==> src/rtl/pdm_dac_mc.sv <==
// pdm_dac_mc: multi-channel pulse-density-modulated DAC.
//
// A one-deep holding register accepts a packed sample set through a
// valid/ready handshake. Once per OSR-cycle frame the held set is moved
// into the active registers that feed one modulator per channel. Each
// channel's modulator is either a first-order accumulator (ORDER=1) or a
// second-order saturating two-integrator loop (ORDER=2).
//
// Ports:
//   clk        in   system clock
//   rst_n      in   asynchronous active-low reset
//   din        in   CHANNELS*DATA_BITS packed samples, channel k at [k*DATA_BITS +: DATA_BITS]
//   din_valid  in   din holds a sample set
//   din_ready  out  holding register empty
//   enable     in   modulators run when high
//   dout       out  CHANNELS registered PDM bit streams
//   underrun   out  one-cycle pulse on a frame boundary with no pending sample
module pdm_dac_mc #(
    parameter int DATA_BITS = 12,
    parameter int CHANNELS  = 2,
    parameter int OSR       = 64,
    parameter int ORDER     = 1,
    parameter int SIGNED_IN = 0
) (
    input  logic                          clk,
    input  logic                          rst_n,
    input  logic [CHANNELS*DATA_BITS-1:0] din,
    input  logic                          din_valid,
    output logic                          din_ready,
    input  logic                          enable,
    output logic [CHANNELS-1:0]           dout,
    output logic                          underrun
);

    localparam int VW    = CHANNELS * DATA_BITS;
    localparam int CNT_W = $clog2(OSR);
    localparam logic [CNT_W-1:0] CNT_LAST = CNT_W'(OSR - 1);
    localparam logic [DATA_BITS-1:0] MID = {1'b1, {(DATA_BITS-1){1'b0}}};
    // Silence: zero density for offset input, half density for signed input.
    localparam logic [VW-1:0] ACTIVE_RST = (SIGNED_IN != 0) ? {CHANNELS{MID}} : '0;

    // Two's complement to offset binary is a flip of each channel's MSB.
    function automatic logic [VW-1:0] to_offset(input logic [VW-1:0] x);
        logic [VW-1:0] y;
        y = x;
        if (SIGNED_IN != 0) begin
            for (int k = 0; k < CHANNELS; k++) begin
                y[k*DATA_BITS + DATA_BITS - 1] = ~x[k*DATA_BITS + DATA_BITS - 1];
            end
        end
        return y;
    endfunction

    logic [CNT_W-1:0]    cnt_q, cnt_d;
    logic                pending_q, pending_d;
    logic [VW-1:0]       hold_q, hold_d;
    logic [VW-1:0]       active_q, active_d;
    logic [CHANNELS-1:0] dout_q, dout_d;
    logic                boundary;
    logic                accept;

    // ---------------- frame counter and handshake ----------------
    always_comb begin
        boundary  = enable && (cnt_q == CNT_LAST);
        accept    = din_valid && !pending_q;
        cnt_d     = cnt_q + CNT_W'(1);
        hold_d    = hold_q;
        pending_d = pending_q;
        active_d  = active_q;
        if (!enable || boundary) begin
            cnt_d = '0;
        end
        // A boundary with a pending sample and an accept cannot coincide,
        // since accept requires pending_q == 0.
        if (boundary && pending_q) begin
            active_d  = hold_q;
            pending_d = 1'b0;
        end
        if (accept) begin
            hold_d    = to_offset(din);
            pending_d = 1'b1;
        end
    end

    assign din_ready = !pending_q;
    assign underrun  = boundary && !pending_q;
    assign dout      = dout_q;

    always_ff @(posedge clk or negedge rst_n) begin
        if (!rst_n) begin
            cnt_q     <= '0;
            pending_q <= 1'b0;
            hold_q    <= '0;
            active_q  <= ACTIVE_RST;
            dout_q    <= '0;
        end else begin
            cnt_q     <= cnt_d;
            pending_q <= pending_d;
            hold_q    <= hold_d;
            active_q  <= active_d;
            dout_q    <= dout_d;
        end
    end

    // ---------------- modulators ----------------
    if (ORDER == 1) begin : g_ord1
        logic [DATA_BITS-1:0] acc_q   [CHANNELS];
        logic [DATA_BITS-1:0] acc_d   [CHANNELS];
        logic [DATA_BITS:0]   acc_sum [CHANNELS];

        // The carry out of the accumulator is the output bit; only the low
        // bits are kept as state.
        always_comb begin
            dout_d = '0;
            for (int k = 0; k < CHANNELS; k++) begin
                acc_sum[k] = {1'b0, acc_q[k]} + {1'b0, active_q[k*DATA_BITS +: DATA_BITS]};
                acc_d[k]   = '0;
                if (enable) begin
                    acc_d[k]  = acc_sum[k][DATA_BITS-1:0];
                    dout_d[k] = acc_sum[k][DATA_BITS];
                end
            end
        end

        always_ff @(posedge clk or negedge rst_n) begin
            if (!rst_n) begin
                for (int k = 0; k < CHANNELS; k++) acc_q[k] <= '0;
            end else begin
                for (int k = 0; k < CHANNELS; k++) acc_q[k] <= acc_d[k];
            end
        end
    end else if (ORDER == 2) begin : g_ord2
        localparam int IW = DATA_BITS + 4;
        // Working width leaves headroom so sums of saturated terms never wrap.
        localparam int WW = DATA_BITS + 6;
        localparam logic signed [WW-1:0] HALF_W = WW'(2 ** (DATA_BITS - 1));
        localparam logic signed [WW-1:0] IMAX_W = WW'((2 ** (IW - 1)) - 1);
        localparam logic signed [WW-1:0] IMIN_W = -IMAX_W - WW'(1);

        function automatic logic signed [WW-1:0] sext(input logic signed [IW-1:0] x);
            return {{(WW-IW){x[IW-1]}}, x};
        endfunction

        function automatic logic signed [IW-1:0] sat(input logic signed [WW-1:0] x);
            if (x > IMAX_W) return {1'b0, {(IW-1){1'b1}}};
            if (x < IMIN_W) return {1'b1, {(IW-1){1'b0}}};
            return x[IW-1:0];
        endfunction

        logic signed [IW-1:0] i1_q [CHANNELS];
        logic signed [IW-1:0] i2_q [CHANNELS];
        logic signed [IW-1:0] i1_d [CHANNELS];
        logic signed [IW-1:0] i2_d [CHANNELS];
        logic signed [IW-1:0] i1n  [CHANNELS];
        logic signed [IW-1:0] i2n  [CHANNELS];
        logic signed [WW-1:0] xc   [CHANNELS];
        logic signed [WW-1:0] fb   [CHANNELS];

        always_comb begin
            dout_d = '0;
            for (int k = 0; k < CHANNELS; k++) begin
                xc[k]  = $signed({{(WW-DATA_BITS){1'b0}}, active_q[k*DATA_BITS +: DATA_BITS]}) - HALF_W;
                fb[k]  = dout_q[k] ? HALF_W : -HALF_W;
                i1n[k] = sat(sext(i1_q[k]) + xc[k] - fb[k]);
                i2n[k] = sat(sext(i2_q[k]) + sext(i1n[k]) - fb[k]);
                i1_d[k] = '0;
                i2_d[k] = '0;
                if (enable) begin
                    i1_d[k]   = i1n[k];
                    i2_d[k]   = i2n[k];
                    dout_d[k] = !i2n[k][IW-1];
                end
            end
        end

        always_ff @(posedge clk or negedge rst_n) begin
            if (!rst_n) begin
                for (int k = 0; k < CHANNELS; k++) begin
                    i1_q[k] <= '0;
                    i2_q[k] <= '0;
                end
            end else begin
                for (int k = 0; k < CHANNELS; k++) begin
                    i1_q[k] <= i1_d[k];
                    i2_q[k] <= i2_d[k];
                end
            end
        end
    end else begin : g_bad_order
        $error("pdm_dac_mc: ORDER must be 1 or 2");
    end

endmodule
==> config.mk <==
export PLATFORM = sky130hd
export DESIGN_NAME = pdm_dac_mc
export DESIGN_NICKNAME = d
export VERILOG_FILES = /design/src/rtl/pdm_dac_mc.sv
export SDC_FILE = /design/constraint.sdc
export NUM_CORES = 1
export LEC_CHECK = 0
export CAP_MARGIN = 40
export CORE_MARGIN = 5
export CORE_UTILIZATION = 50
export CTS_BUF_LIST = sky130_fd_sc_hd__clkbuf_16
export DETAILED_ROUTE_END_ITERATION = 10
export PLACE_DENSITY = 0.69
export RECOVER_POWER = 25
export SLEW_MARGIN = 20
export SYNTH_ARGS = -nofsm -noshare
export SYNTH_HDL_FRONTEND = slang
export SYNTH_SLANG_ARGS = --single-unit
==> constraint.sdc <==
create_clock -name clk -period 2.2 [get_ports clk]
set_input_delay 0.44 -clock clk [delete_from_list [all_inputs] [get_ports clk]]
set_output_delay 0.44 -clock clk [all_outputs]
set_load 0.02 [all_outputs]
After elaboration in Yosys (flattened, before gate mapping)
Index checks and enable logic that the tools add are counted.
{ "word_totals": {"ff_bits": 81, "latch_bits": 0, "ramBits": 0, "mem_bits_ro": 0, "input_bits": 28, "output_inout_bits": 4, "word_cells": 26, "memories": 0} }
{ "op_classes": {"add_sub_neg": 3, "mul": 0, "div_mod_pow": 0, "order_cmp": 0, "n_eq_ne": 1, "n_shift": 0, "n_mux": 7, "n_bitwise": 0, "n_reduce_logical": 8} }
{ "op_table": {"columns": ["op", "n"], "rows": [
  ["12-bit by 12-bit adder with 13-bit output", 2],
  ["12-bit 2-to-1 mux", 2],
  ["6-bit by 1-bit adder with 6-bit output (second input constant)", 1],
  ["6-bit equality test (second input constant)", 1],
  ["6-bit 2-to-1 mux", 1],
  ["1-bit logical AND", 4],
  ["1-bit 2-to-1 mux", 4],
  ["1-bit zero test", 2],
  ["2-bit nonzero test", 1],
  ["1-bit logical OR", 1]
]} }

Logic depth before layout (Yosys ltp)
Gate-level depths: netlist of run 1.
{ "logic_depth": {"depth_word": 5, "depth_mapped": 7, "depth_no_buf": 7} }

Least setup slack after synthesis of run 1
No wires, ideal clock.
{ "synth_path": {"kind": "register to register", "startpoint": "reg active_q[12]", "endpoint": "reg g_ord1.acc_q[10] in the netlist's numbering", "setup_ns": 0.079, "arrival_ns": 1.909, "required_time_ns": 2.121, "path_slack_ns": 0.211, "path_stages_with_launch": 8, "path_cell_list": "dfrtp_1 > ha_1 > fa_1 > a21o_1 > a221oi_2 > o21ai_2 > a31oi_1 > mux2i_1"} }
{ "synth_lines": {"columns": ["item", "line", "source"], "rows": [
  ["start: declaration", "57", "logic [VW-1:0] active_q, active_d;"],
  ["start signal: assignment", "100", "active_q <= active_d;"],
  ["end: declaration", "107", "logic [DATA_BITS-1:0] acc_q [CHANNELS];"]
]} }

==> metrics, run 1 <==
Post-DRT Antenna Nets 0; Area growth syn-to-layout 19.09%; Worst path slowest cell fa_1; share of the synthesized area in the top cell type 50.45%; post-place instance area 4451 um^2; Gate Count Post-Synth 315; leading area contributor after synthesis dfrtp_1; syn avg cell area 12.75 um^2; via count 2433; most frequent cell after synthesis dfrtp_1; Tmin final 2.100 ns; antenna violations before repair 0; Cells after DPL 442; Setup crit end kind flip-flop; crit path launch type flip-flop; clk sinks 81; Final Worst Setup Slack 0.1001 ns; Site Rows 32; Residual DRC 0; buffers added on ports 31; largest net degree at the start of global routing 44; Tcrit/Tclk final 95.45%; unrepaired setup endpoints after global routing no; Max Clock Skew 0.006489 ns; core area 7767 um^2; global-route wire length before repair 11380 um; setup TNS 0 ns; Clock Path Buffers 2; Worst-path clk slew 0.06 ns; dpl ws 0.09305 ns; Initial Util 51.72%; Syn Nets 370; CP required 2.46 ns; fraction of final layout cells sized beyond drive strength 1 22.82%; Max VDD drop 460.9 uV; DR WL/cell 14.28 um; Worst-Margin Slew 1.005 ns; Min-Delay Path Class in -> async; Die H 99.64 um; CTS tree yes; Fmax achieved 0.4762 GHz; critical path fanouts, max 3; Die X 99.64 um; Root Buffer clkbuf_16; H-Tree Level Count 3; CP Cell Sequence ha_1 -> fa_1 -> a21o_1 -> a221oi_4 -> o21ai_2 -> a31oi_2 -> mux2i_1; grt total ovfl 0; post-synthesis sequential area ratio 50.45%; fin cells 457; cts hold-fix bufs 0; Final setup viols 0; IO Count 32; Netlist cell types 41; Largest stage delay, worst path 0.40 ns; Design Area, Final 4785 um^2; number of synthesized flops with an enable pin 0; Num CTS Buffers 9; DR iter-0 viols 40; die footprint 9928 um^2; top post-synthesis cells by count dfrtp_1 (81), mux2_2 (29), ha_1 (25), and2_1 (22), mux2_4 (19); Synth Cell Area 4018 um^2; largest cells by area after synthesis dfrtp_1 (50%), mux2_2 (8.1%), ha_1 (7.8%); pins over their slew limit 0; nets@finish 406; final wirelength 6528 um; Synth Flop Type dfrtp_1; PD cells 707.4 nW/um^2; drt first pass iters 4; endpoints failing hold 0; critical path class reg -> reg; Clock Latency Late Sink 0.34 ns; ys async rst share 100.0%; Antenna Cells 0; DP Wirelength 4528 um; Slew headroom 33.01%; gpl congestion 0.8625; status completed; Max Cap Viol 0; FF+latch count, synth 81; synth warn 0; All-Layer GR Usage 14.45%; leakage power 2.509 nW; number of global-route vias before repair 2551; Vias/cell 5.324; WP data arrival 2.36 ns
path summary, 6_finish.rpt:
path                                          start                    endpoint  slack, ns  cells past startpoint
setup / recovery           active_q[12]$_DFFE_PN0P_  g_ord1.acc_q[10]$_DFF_PN0_       0.10                      7
hold / removal                                rst_n       hold_q[6]$_DFFE_PN0P_       0.25                      1
setup reg to reg           active_q[12]$_DFFE_PN0P_  g_ord1.acc_q[10]$_DFF_PN0_       0.10                      7
hold reg to reg                  cnt_q[0]$_DFF_PN0_          cnt_q[0]$_DFF_PN0_       0.47                      1
max in group asynchronous                     rst_n   g_ord1.acc_q[4]$_DFF_PN0_       0.43                      2
min in group clk                 cnt_q[0]$_DFF_PN0_          cnt_q[0]$_DFF_PN0_       0.47                      1
area by class of cell:
type	count	area [um^2]
fill	629	2983
sequential	81	2027
multi-input combinational	220	1941
timing repair buffer	37	347.8
clock buffer	9	225.2
tap	102	127.6
clock inverter	6	108.9
inverter	2	7.507
where the power goes:
| part | total [mW] | leakage [nW] | switching, mW | internal [mW] |
|---|---|---|---|---|
| combinational | 0.144 | 1.26 | 0.0578 | 0.0861 |
| sequential | 1.57 | 1.09 | 0.0289 | 1.55 |
| clock | 1.67 | 0.159 | 0.569 | 1.10 |
layout by cell type (no fill, tap or decap), drive strengths merged, types with 3 or more instances in the layout:
master / instances
xor2: 9
a21oi: 14
mux2i: 4
clkdlybuf4s50: 29
buf: 5
o21ai: 9
inv: 3
a31oi: 3
and2: 22
dfrtp: 81
nor2: 8
clkbuf: 11
a21o: 9
mux2: 48
nand2: 13
a211oi: 3
nand3: 9
nand2b: 5
xnor2: 10
bufinv: 3
and3: 9
ha: 25
nand4: 3
nor2b: 4
per-stage QoR:
step                      hold WS, ns  util [%]  total power [mW]
final                          0.2505     61.60             3.385
after global routing           0.3457     61.60             3.510
after CTS                     0.09760     61.58             3.437
after detailed placement       0.4503     57.30             1.756
after global placement         0.4482     57.30             1.749
after floorplan                0.1444         -             1.655
worst max-delay path: cells and delay by family, from the launching register on:
family | cells | cell delay, ns
DFF | 1 | 0.39
adders and majority gates | 2 | 0.63
AOI/OAI and AO/OA | 4 | 0.79
muxes | 1 | 0.20
kinds of logic after synthesis:
group / share of synthesized area [%]
flip-flops: 50.45
multiplexers: 16.23
XOR/XNOR: 4.142
adder cells (fa/ha/maj): 8.782
AND/OR/NAND/NOR: 10.43
AO/OA/AOI/OAI: 8.222
buffers and inverters: 1.744
routing by layer:
metal,vias to the layer above,global-route usage (%),routed length (um)
met3,4,5.119,288
met2,36,23.14,3156
met4,0,4.622,59
met5,-,0,0
li1,1190,-,-
met1,1203,18.36,3024
registers in the layout (all words and copies together), names as in the netlist:
name / cells
hold_q: 24
dout: 2
pending_q: 1
active_q: 24
g_ord1.acc_q: 24
cnt_q: 6
what timing repair did:
action / CTS / global route
gates cloned: 0 / 0
gates resized for setup: 1 / 3
setup buffers: 0 / 0
setup endpoints to repair: 1 / 2
No activity file was read; power rests on OpenSTA's default activity.
==> run 2: changes to the inputs <==
- MAX_ROUTING_LAYER: default -> met4
==> run 2 against run 1 <==
Compared with the run above:
- count of clock-buffer cells in the layout unchanged
- critical endpoint unchanged
- cell count unchanged
- die area unchanged
- first-iteration DRC count up 38%
- design area unchanged
- largest power group unchanged
==> metrics, run 2 (synthesized netlist as in run 1, its figures left out) <==
H-Tree Level Count 3; Max Clock Skew 0.005593 ns; final wirelength 6536 um; Die X 99.64 um; All-Layer GR Usage 14.91%; commonest non-fill, non-tap cells in the layout dfrtp_1 (81), mux2_2 (29), clkdlybuf4s50_1 (29), ha_1 (25), and2_1 (22); Initial Util 51.72%; Worst-Margin Slew 1.003 ns; drt first pass iters 4; unrepaired setup endpoints after global routing no; GR Util met1 18.50%; CP required 2.46 ns; Clock Latency Late Sink 0.34 ns; Worst-path clk slew 0.06 ns; grt met2 use 23.14%; grt total ovfl 0; gpl congestion 0.8765; leakage power 2.509 nW; commonest non-fill, non-tap cell in the layout dfrtp_1; largest net degree at the start of global routing 44; Final setup viols 0; DR WL/cell 14.30 um; met3 usage 5.049%; global-route wire length before repair 11410 um; buffers added on ports 31; Residual DRC 0; antenna violations before repair 0; DR iter-0 viols 55; Filler Cell Count 629; nets@finish 406; WP data arrival 2.36 ns; endpoints failing hold 0; clk sinks 81; DP Wirelength 4528 um; Antenna Cells 0; core area 7767 um^2; Slew headroom 33.12%; via count 2432; worst hold slack 0.2512 ns; crit path launch type flip-flop; setup TNS 0 ns; PD cells 708.1 nW/um^2; Tcrit/Tclk final 95.45%; busiest grt layer met2; Vias/cell 5.322; Setup crit end kind flip-flop; Tmin final 2.100 ns; number of global-route vias before repair 2540; IO Count 32; cts hold-fix bufs 0; CTS tree yes; Max VDD drop 461.1 uV; Area growth syn-to-layout 19.09%; Site Rows 32; status completed; Post-DRT Antenna Nets 0; Max Cap Viol 0; critical path class reg -> reg; Die H 99.64 um; critical path fanouts, max 3; Root Buffer clkbuf_16; Num CTS Buffers 9; post-CTS setup repair buffer count 0; fraction of final layout cells sized beyond drive strength 1 22.82%; Clock Path Buffers 2; Fmax achieved 0.4762 GHz; Min-Delay Path Class in -> async; pins over their slew limit 0; biggest regs active_q x24, g_ord1.acc_q x24, hold_q x24; die footprint 9928 um^2
[run 2: cell counts in the layout (fill, tap and decap cells not counted)]
No cell type changed its count.
[run 2: repair_timing]
item | CTS | global route
setup endpoints to repair | 1 | 2
resized for setup | 1 | 3
gates cloned | 0 | 0
pin swaps | 0 | 0
[run 2: area by class of cell]
type | count | area [um^2] | share of cell area, %
clock buffer | 9 | 225.2 | 4.707
clock inverter | 6 | 108.9 | 2.275
inverter | 2 | 7.507 | 0.1569
multi-input combinational | 220 | 1941 | 40.56
sequential | 81 | 2027 | 42.36
timing repair buffer | 37 | 347.8 | 7.270
tap | 102 | 127.6 | 2.667
[run 2: final timing paths]
check | depth (start not counted) | startpoint | to | slack [ns]
worst max-delay path | 7 | active_q[12]$_DFFE_PN0P_ | g_ord1.acc_q[10]$_DFF_PN0_ | 0.10
worst min-delay path | 1 | rst_n | hold_q[6]$_DFFE_PN0P_ | 0.25
worst max register to register | 7 | active_q[12]$_DFFE_PN0P_ | g_ord1.acc_q[10]$_DFF_PN0_ | 0.10
worst min register to register | 1 | cnt_q[0]$_DFF_PN0_ | cnt_q[0]$_DFF_PN0_ | 0.47
max in group asynchronous | 2 | rst_n | g_ord1.acc_q[4]$_DFF_PN0_ | 0.43
min in group clk | 1 | cnt_q[0]$_DFF_PN0_ | cnt_q[0]$_DFF_PN0_ | 0.47
[run 2: where the power goes]
part           switching, mW  internal (mW)
clock                  0.572           1.10
sequential            0.0288           1.55
combinational         0.0580         0.0861
total                  0.659           2.73
[run 2: through the flow]
step	std cells	cell area [um^2]	power (mW)	util (%)	worst slack [ns]
finish	457	4785	3.388	61.60	0.1000
detailed placement	442	4451	1.756	57.30	0.09305
CTS	457	4783	3.437	61.58	0.06693
global route	457	4785	3.513	61.60	0.01069
floorplan	315	4018	1.655	-	0.2113
global placement	442	4451	1.749	57.30	0.1118
[run 2: worst max-delay path, stage by stage (launching register included)]
cell	delay, ns
dfrtp_1	0.39
ha_1	0.23
fa_1	0.40
a21o_1	0.21
a221oi_4	0.27
o21ai_2	0.11
a31oi_2	0.20
mux2i_1	0.20
[run 2: per-layer routing]
layer / wire length, um / vias up
li1: - / 1189
met1: 3052 / 1201
met2: 3140 / 35
met3: 273 / 7
met4: 70 / 0
met5: 0 / -
==> run 3: changes to the inputs <==
- PLACE_DENSITY: 0.69 -> default
- PLACE_DENSITY_LB_ADDON: default -> 0.12
- SLEW_MARGIN: 20 -> 10
==> run 3 against run 2 <==
Compared with the run above:
- design area is 0.18% lower
- clock power shrank 6%
- core utilization down 0.11 points
- sequential cell count did not move
- non-clock buffer count unchanged
- largest cell class unchanged
- the flow now finishes with violations (capacitance limit, slew limit)
- routed wire length down 0.38%
- die area unchanged
==> metrics, run 3 (synthesized netlist as in run 1, its figures left out) <==
status finished, violations left; failing checks capacitance limit, slew limit; total power 3.289 mW; final wirelength 6511 um; Filler Cell Count 621; commonest non-fill, non-tap cell in the layout dfrtp_1; Max VDD drop 532.3 uV; Antenna Cells 0; Area growth syn-to-layout 18.87%; largest net degree at the start of global routing 53; IO Count 32; Tmin final 2.099 ns; CTS tree yes; fraction of final layout cells sized beyond drive strength 1 23.03%; unrepaired setup endpoints after global routing no; nets@finish 406; CP Cell Sequence ha_1 -> nand3_1 -> inv_2 -> and3_1 -> dlygate4sd2_1; Slew headroom -5.101%; Site Rows 32; Die H 99.64 um; core area 7767 um^2; setup TNS 0 ns; delay-heaviest family, CP flip-flops; dpl ws 0.06320 ns; CP startpoint cnt_q[0]$_DFF_PN0_; Cells after DPL 442; post-place instance area 4451 um^2; grt total ovfl 0; DP Wirelength 4587 um; Largest stage delay, worst path 0.39 ns; Setup crit end kind output port; Residual DRC 0; Clock Latency Late Sink 0.33 ns; DR WL/cell 14.22 um; WP buf/inv 2; Tcrit/Tclk final 95.39%; gpl congestion 0.8725; Max Clock Skew 0.005527 ns; Design Area, Final 4776 um^2; endpoints failing hold 0; buffers added on ports 31; leakage power 2.503 nW; global-route wire length before repair 11400 um; cts hold-fix bufs 0; Max Cap Viol 1; critical path fanouts, max 3; Worst-Margin Slew 1.577 ns; Root Buffer clkbuf_16; biggest regs active_q x24, g_ord1.acc_q x24, hold_q x24; All-Layer GR Usage 14.92%; die footprint 9928 um^2; Final Worst Setup Slack 0.1013 ns; Min-Delay Path Class reg -> reg; drt first pass iters 4; Post-Route Utilization 61.49%; start of the worst register-to-register path active_q[12]$_DFFE_PN0P_; crit path launch type flip-flop; pins over their slew limit 31; H-Tree Level Count 3; Num CTS Buffers 9; via count 2440; Worst-path clk slew 0.06 ns; clk sinks 81; Hold Startpoint cnt_q[0]$_DFF_PN0_; commonest non-fill, non-tap cells in the layout dfrtp_1 (81), mux2_2 (29), clkdlybuf4s50_1 (29), ha_1 (25), and2_1 (22); Fmax achieved 0.4765 GHz; Final setup viols 0; worst hold slack 0.4678 ns; Worst path slowest cell dfrtp_1; critical path class reg -> out; Post-DRT Antenna Nets 0; WP data arrival 1.66 ns; Die X 99.64 um; Clock Path Buffers 2; PD cells 688.8 nW/um^2; antenna violations before repair 0; Initial Util 51.72%; DR iter-0 viols 47; Vias/cell 5.328; CP required 1.76 ns; number of global-route vias before repair 2536; fin cells 458
-- run 3: report_power, final --
group	switching [mW]	leakage, nW	internal, mW	total, mW
Combinational	0.0582	1.26	0.0872	0.145
Sequential	0.0292	1.09	1.55	1.58
Clock	0.577	0.153	0.992	1.57
Total	0.664	2.50	2.63	3.29
-- run 3: worst paths after layout --
check	depth (start not counted)	to	slack, ns
min reg2reg	1	cnt_q[0]$_DFF_PN0_	0.47
max reg2reg	7	g_ord1.acc_q[10]$_DFF_PN0_	0.12
max in group asynchronous	2	dout[1]$_DFF_PN0_	0.56
min	1	cnt_q[0]$_DFF_PN0_	0.47
max	5	underrun	0.10
min in group asynchronous	1	hold_q[8]$_DFFE_PN0P_	0.49
-- run 3: area by class of cell --
cell class | count | area (um^2) | share of cell area [%]
tap | 102 | 127.6 | 2.672
clock inverter | 7 | 93.84 | 1.965
multi-input combinational | 220 | 1943 | 40.69
clock buffer | 9 | 225.2 | 4.716
inverter | 2 | 7.507 | 0.1572
timing repair buffer | 37 | 351.6 | 7.362
sequential | 81 | 2027 | 42.44
-- run 3: what timing repair did --
item,CTS,global route
setup endpoints to repair,1,1
resized for setup,1,3
pin swaps,0,1
buffers inserted,0,0
-- run 3: worst register-to-register path, stage by stage (launching register included) --
cell	delay, ns
dfrtp_1	0.38
ha_1	0.23
fa_2	0.36
a21o_1	0.21
a221oi_4	0.30
o21ai_2	0.12
a31oi_2	0.22
mux2i_1	0.20
-- run 3: layer usage --
metal / vias to the layer above / GRT usage [%] / share of wire [%]
li1: 1197 / - / -
met1: 1207 / 18.18 / 47
met2: 30 / 23.40 / 49
met3: 6 / 4.979 / 3.6
met4: 0 / 5.042 / 1.1
met5: - / - / 0
==> edit 1, RTL diff (config.mk and constraints of run 2) <==
The parameter `SIGNED_IN` goes from 0 to 1.
--- a/src/rtl/pdm_dac_mc.sv
+++ b/src/rtl/pdm_dac_mc.sv
@@ -20,7 +20,7 @@
     parameter int CHANNELS  = 2,
     parameter int OSR       = 64,
     parameter int ORDER     = 1,
-    parameter int SIGNED_IN = 0
+    parameter int SIGNED_IN = 1
 ) (
     input  logic                          clk,
     input  logic                          rst_n,
Check against the original RTL: not equivalent (a bounded check fails within 4 cycles, from zero or initial values and one cycle with rst_n low).
==> edit 1 against run 2 <==
- area after synthesis barely moved
- highest routed layer unchanged
- cell count rose by 12%
- clock power fell by 8%
- routed wire length rose by 18%
- design area rose by 1.3%
- power fell by 3.5%
- fmax fell by 0.13%
- sequential cell count did not move
- die area barely moved
- largest cell class unchanged
- setup slack got worse by 0.0026 ns
==> edit 1: results (changes against run 2) <==
- Top cells by count, synth: 82 x sky130_fd_sc_hd__nand2_1, 79 x sky130_fd_sc_hd__dfrtp_1, 25 x sky130_fd_sc_hd__ha_1 (was 81 x sky130_fd_sc_hd__dfrtp_1, 29 x sky130_fd_sc_hd__mux2_2, 25 x sky130_fd_sc_hd__ha_1).
- The global-route wire length before repair is 13600 µm (was 11400 µm).
- Result of the run: complete, no violations (unchanged).
- The CTS H-tree depth is 3 (unchanged).
- The gate count of the mapped netlist was 363 (was 315).
- The post-synthesis net count is 418 (was 370).
- The worst hold-check slack is 0.313 ns (was 0.251 ns).
- The adder-cell area share of the yosys netlist was 8.78% (about the same).
- The static leakage is 2.64 nW (was 2.51 nW).
- The final estimated routing congestion in global placement was 0.813 (was 0.877).
- The count of cells along the worst register-to-register path is 7 (unchanged).
- The violation count after the first detailed-routing iteration is 77 (was 55).
- The final critical-path setup slack is 0.0974 ns (was 0.100 ns).
- The parity-gate share of the synthesized area counting xor and xnor cells is 4.14% (about the same).
- The maximum number of pins on one net before global-route repair came to 45 (was 44).
- The per-cell routed wire length is 15.1 µm (was 14.3 µm).
- The detailed-placement wirelength estimate was 5170 µm (was 4530 µm).
- The clock skew after layout is 0.00723 ns (was 0.00559 ns).
- Top post-synthesis cells by area: sky130_fd_sc_hd__dfrtp_1 49%, sky130_fd_sc_hd__ha_1 7.8%, sky130_fd_sc_hd__nand2_1 7.7%, sky130_fd_sc_hd__mux2_4 7.1%, sky130_fd_sc_hd__and2_1 3.4% (was sky130_fd_sc_hd__dfrtp_1 50%, sky130_fd_sc_hd__mux2_2 8.1%, sky130_fd_sc_hd__ha_1 7.8%, sky130_fd_sc_hd__mux2_4 7.1%, sky130_fd_sc_hd__and2_1 3.4%).
- The cell with the biggest individual delay on the critical path is sky130_fd_sc_hd__dfrtp_1 (was sky130_fd_sc_hd__fa_1).
- The number of global-route vias before repair was 2895 (was 2540).
- The mean number of vias per cell came to 5.25 (was 5.32).
- The slew at the pin with the worst max-slew slack came to 1.12 ns (was 1.00 ns).
- The antenna diode count is 0 (unchanged).
- The total detailed-routing wirelength is 7710 µm (was 6540 µm).
- The number of warnings printed during yosys synthesis is 0 (unchanged).
- The sequential share of the synthesized area is 50.5% (about the same).
- The number of buffers added for setup after CTS is 2 (was 0).
- The instance count after placement with tap cells included is 492 (was 442).
- The cell area after placement was 4490 µm² (was 4450 µm²).
- The share of synthesized area spent on multiplexers came to 9.49% (was 16.2%).
- The data arrival time of the critical path came to 2.34 ns (was 2.36 ns).
- The total of cells resized after clock tree synthesis is 4 (was 1).
- The area fraction in compound gates after synthesis is 8.47% (was 8.22%).
- The setup slack at placement came to 0.0241 ns (was 0.0930 ns).
- The layout cell share with drive strength beyond 1 is 16.1% (was 22.8%).
- The initial antenna violation count is 0 (unchanged).
edit 1: cell types whose count changed after synthesis, sizes merged:
cell / run 2 / this run
mux2: 48 / 24
nand2: 13 / 82
buf: 4 / 2
o21ai: 9 / 11
dfrtp: 81 / 79
clkbuf: 8 / 11
dfstp: 0 / 2
edit 1: layout make-up:
class | count | area, µm²
clock buffer | 9 | 225
clock inverter | 7 | 81.3
fill | 626 | 2920
inverter | 2 | 7.51
multi-input combinational | 267 | 1960
sequential | 81 | 2030
tap | 102 | 128
timing repair buffer | 43 | 420
edit 1: metal layers:
layer | up-vias | GRT usage, % | routed length, µm
li1 | 1317 | - | -
met1 | 1302 | 23.2 | 3710
met2 | 55 | 27.7 | 3590
met3 | 9 | 4.77 | 320
met4 | 0 | 4.10 | 78
met5 | - | - | 0
edit 1: where the power goes:
group / switching [mW] / internal [mW]
logic: 0.0740 / 0.0735
registers: 0.0307 / 1.55
clock network: 0.568 / 0.977
total: 0.672 / 2.60
==> edit 2, RTL diff (config.mk and constraints of run 2) <==
Without the edit above. Put a register stage on the output `underrun`, cleared by the reset. The value now appears one clock later. The other outputs are not delayed to match. Comments in the files are not updated.
--- a/src/rtl/pdm_dac_mc.sv
+++ b/src/rtl/pdm_dac_mc.sv
@@ -83,7 +83,13 @@
     end
 
     assign din_ready = !pending_q;
-    assign underrun  = boundary && !pending_q;
+    always_ff @(posedge clk or negedge rst_n) begin
+        if (!rst_n) begin
+            underrun <= '0;
+        end else begin
+            underrun <= boundary && !pending_q;
+        end
+    end
     assign dout      = dout_q;
 
     always_ff @(posedge clk or negedge rst_n) begin
Function: same outputs for any inputs over 10 cycles, from zero or initial values and one cycle with rst_n low; that may be too few to reach the edited logic, so the function may still have changed.
==> edit 2 against run 2 <==
- cell count increased by 0.44%
- via count increased by 0.66%
- sequential cell count increased by 1
- non-clock buffer count unchanged
- design area increased by 0.92%
- area after synthesis increased by 0.62%
- critical path depth unchanged
- routed wire length increased by 2.8%
- power increased by 1.2%
- setup slack got worse by 0.026 ns
- sequential share of layout area increased by 0.13 points
- fmax decreased by 1.2%
- critical path type unchanged
- critical endpoint is now g_ord1.acc_q[20]$_DFF_PN0_
- largest power group unchanged
==> edit 2: results (changes against run 2) <==
- The register cell area after layout is 2050 µm² (was 2030 µm²).
- The detailed-placement wirelength estimate was 4560 µm (was 4530 µm).
- Result of the run: complete, no violations (unchanged).
- The sum of met3 wire segment lengths after detailed routing came to 266 µm (was 273 µm).
- The cell area after layout is 4830 µm² (was 4780 µm²).
- The maximum number of pins on one net before global-route repair came to 48 (was 44).
- The total power per unit cell area is 710 nW/µm² (was 708 nW/µm²).
- The setup slack at placement came to 0.0353 ns (was 0.0930 ns).
- The fraction of cell area in non-clock buffers is 7.46% (was 7.27%).
- The total of cells resized after clock tree synthesis was 0 (was 1).
- The number of global-route vias before repair is 2563 (was 2540).
- The worst max-slew margin expressed relative to the limit came to 31.9% (was 33.1%).
- The peak ir drop on the vdd network is 0.000520 V (was 0.000461 V).
- The clock skew after layout is 0.00666 ns (was 0.00559 ns).
- The layout cell share with drive strength beyond 1 is 23.0% (was 22.8%).
- The data arrival time of the critical path is 2.34 ns (was 2.36 ns).
- The static leakage is 2.53 nW (was 2.51 nW).
- The count of nets after finishing is 407 (was 406).
- The sum of met2 wire segment lengths after detailed routing is 3190 µm (was 3140 µm).
- The post-synthesis net count was 371 (was 370).
- The origin of the critical flop-to-flop path is active_q[0]$_DFFE_PN0P_ (was active_q[12]$_DFFE_PN0P_).
- The share of the cycle needed by the critical path after routing was 96.6% (was 95.5%).
- The gate count of the mapped netlist is 316 (was 315).
- The final estimated routing congestion in global placement is 0.873 (was 0.877).
- The global-route track usage on met2 is 23.9% (was 23.1%).
- The violation count after the first detailed-routing iteration was 65 (was 55).
- The final non-filler cell total was 459 (was 457).
-- edit 2: changes by cell type in the layout (fill, tap and decap cells not counted), sizes merged --
cell           before  now
clkinv              0    2
dfrtp              81   82
clkdlybuf4s15       1    0
clkdlybuf4s50      29   30
clkbuf             11   10
buf                 5    6
clkinvlp            2    1
-- edit 2: cells by family (layout without fill, tap and decap cells) --
kind of cell               count (synthesis)  after routing  share of synthesized area [%]
adders and majority gates                 27             27                           8.73
and+or+nand+nor                           75             75                           10.4
muxes                                     52             52                           16.1
AOI/OAI and AO/OA                         47             47                           8.17
buffers and inverters                     14             55                           1.73
DFF                                       82             82                           50.8
xor gates and xnor gates                  19             19                           4.12
-- edit 2: critical path, delay by kind of cell (launching register included) --
kind	cells	cell delay [ns]
DFF	1	0.37
adders and majority gates	2	0.64
and+or+nand+nor	1	0.16
xor gates and xnor gates	1	0.15
AOI/OAI and AO/OA	3	0.69
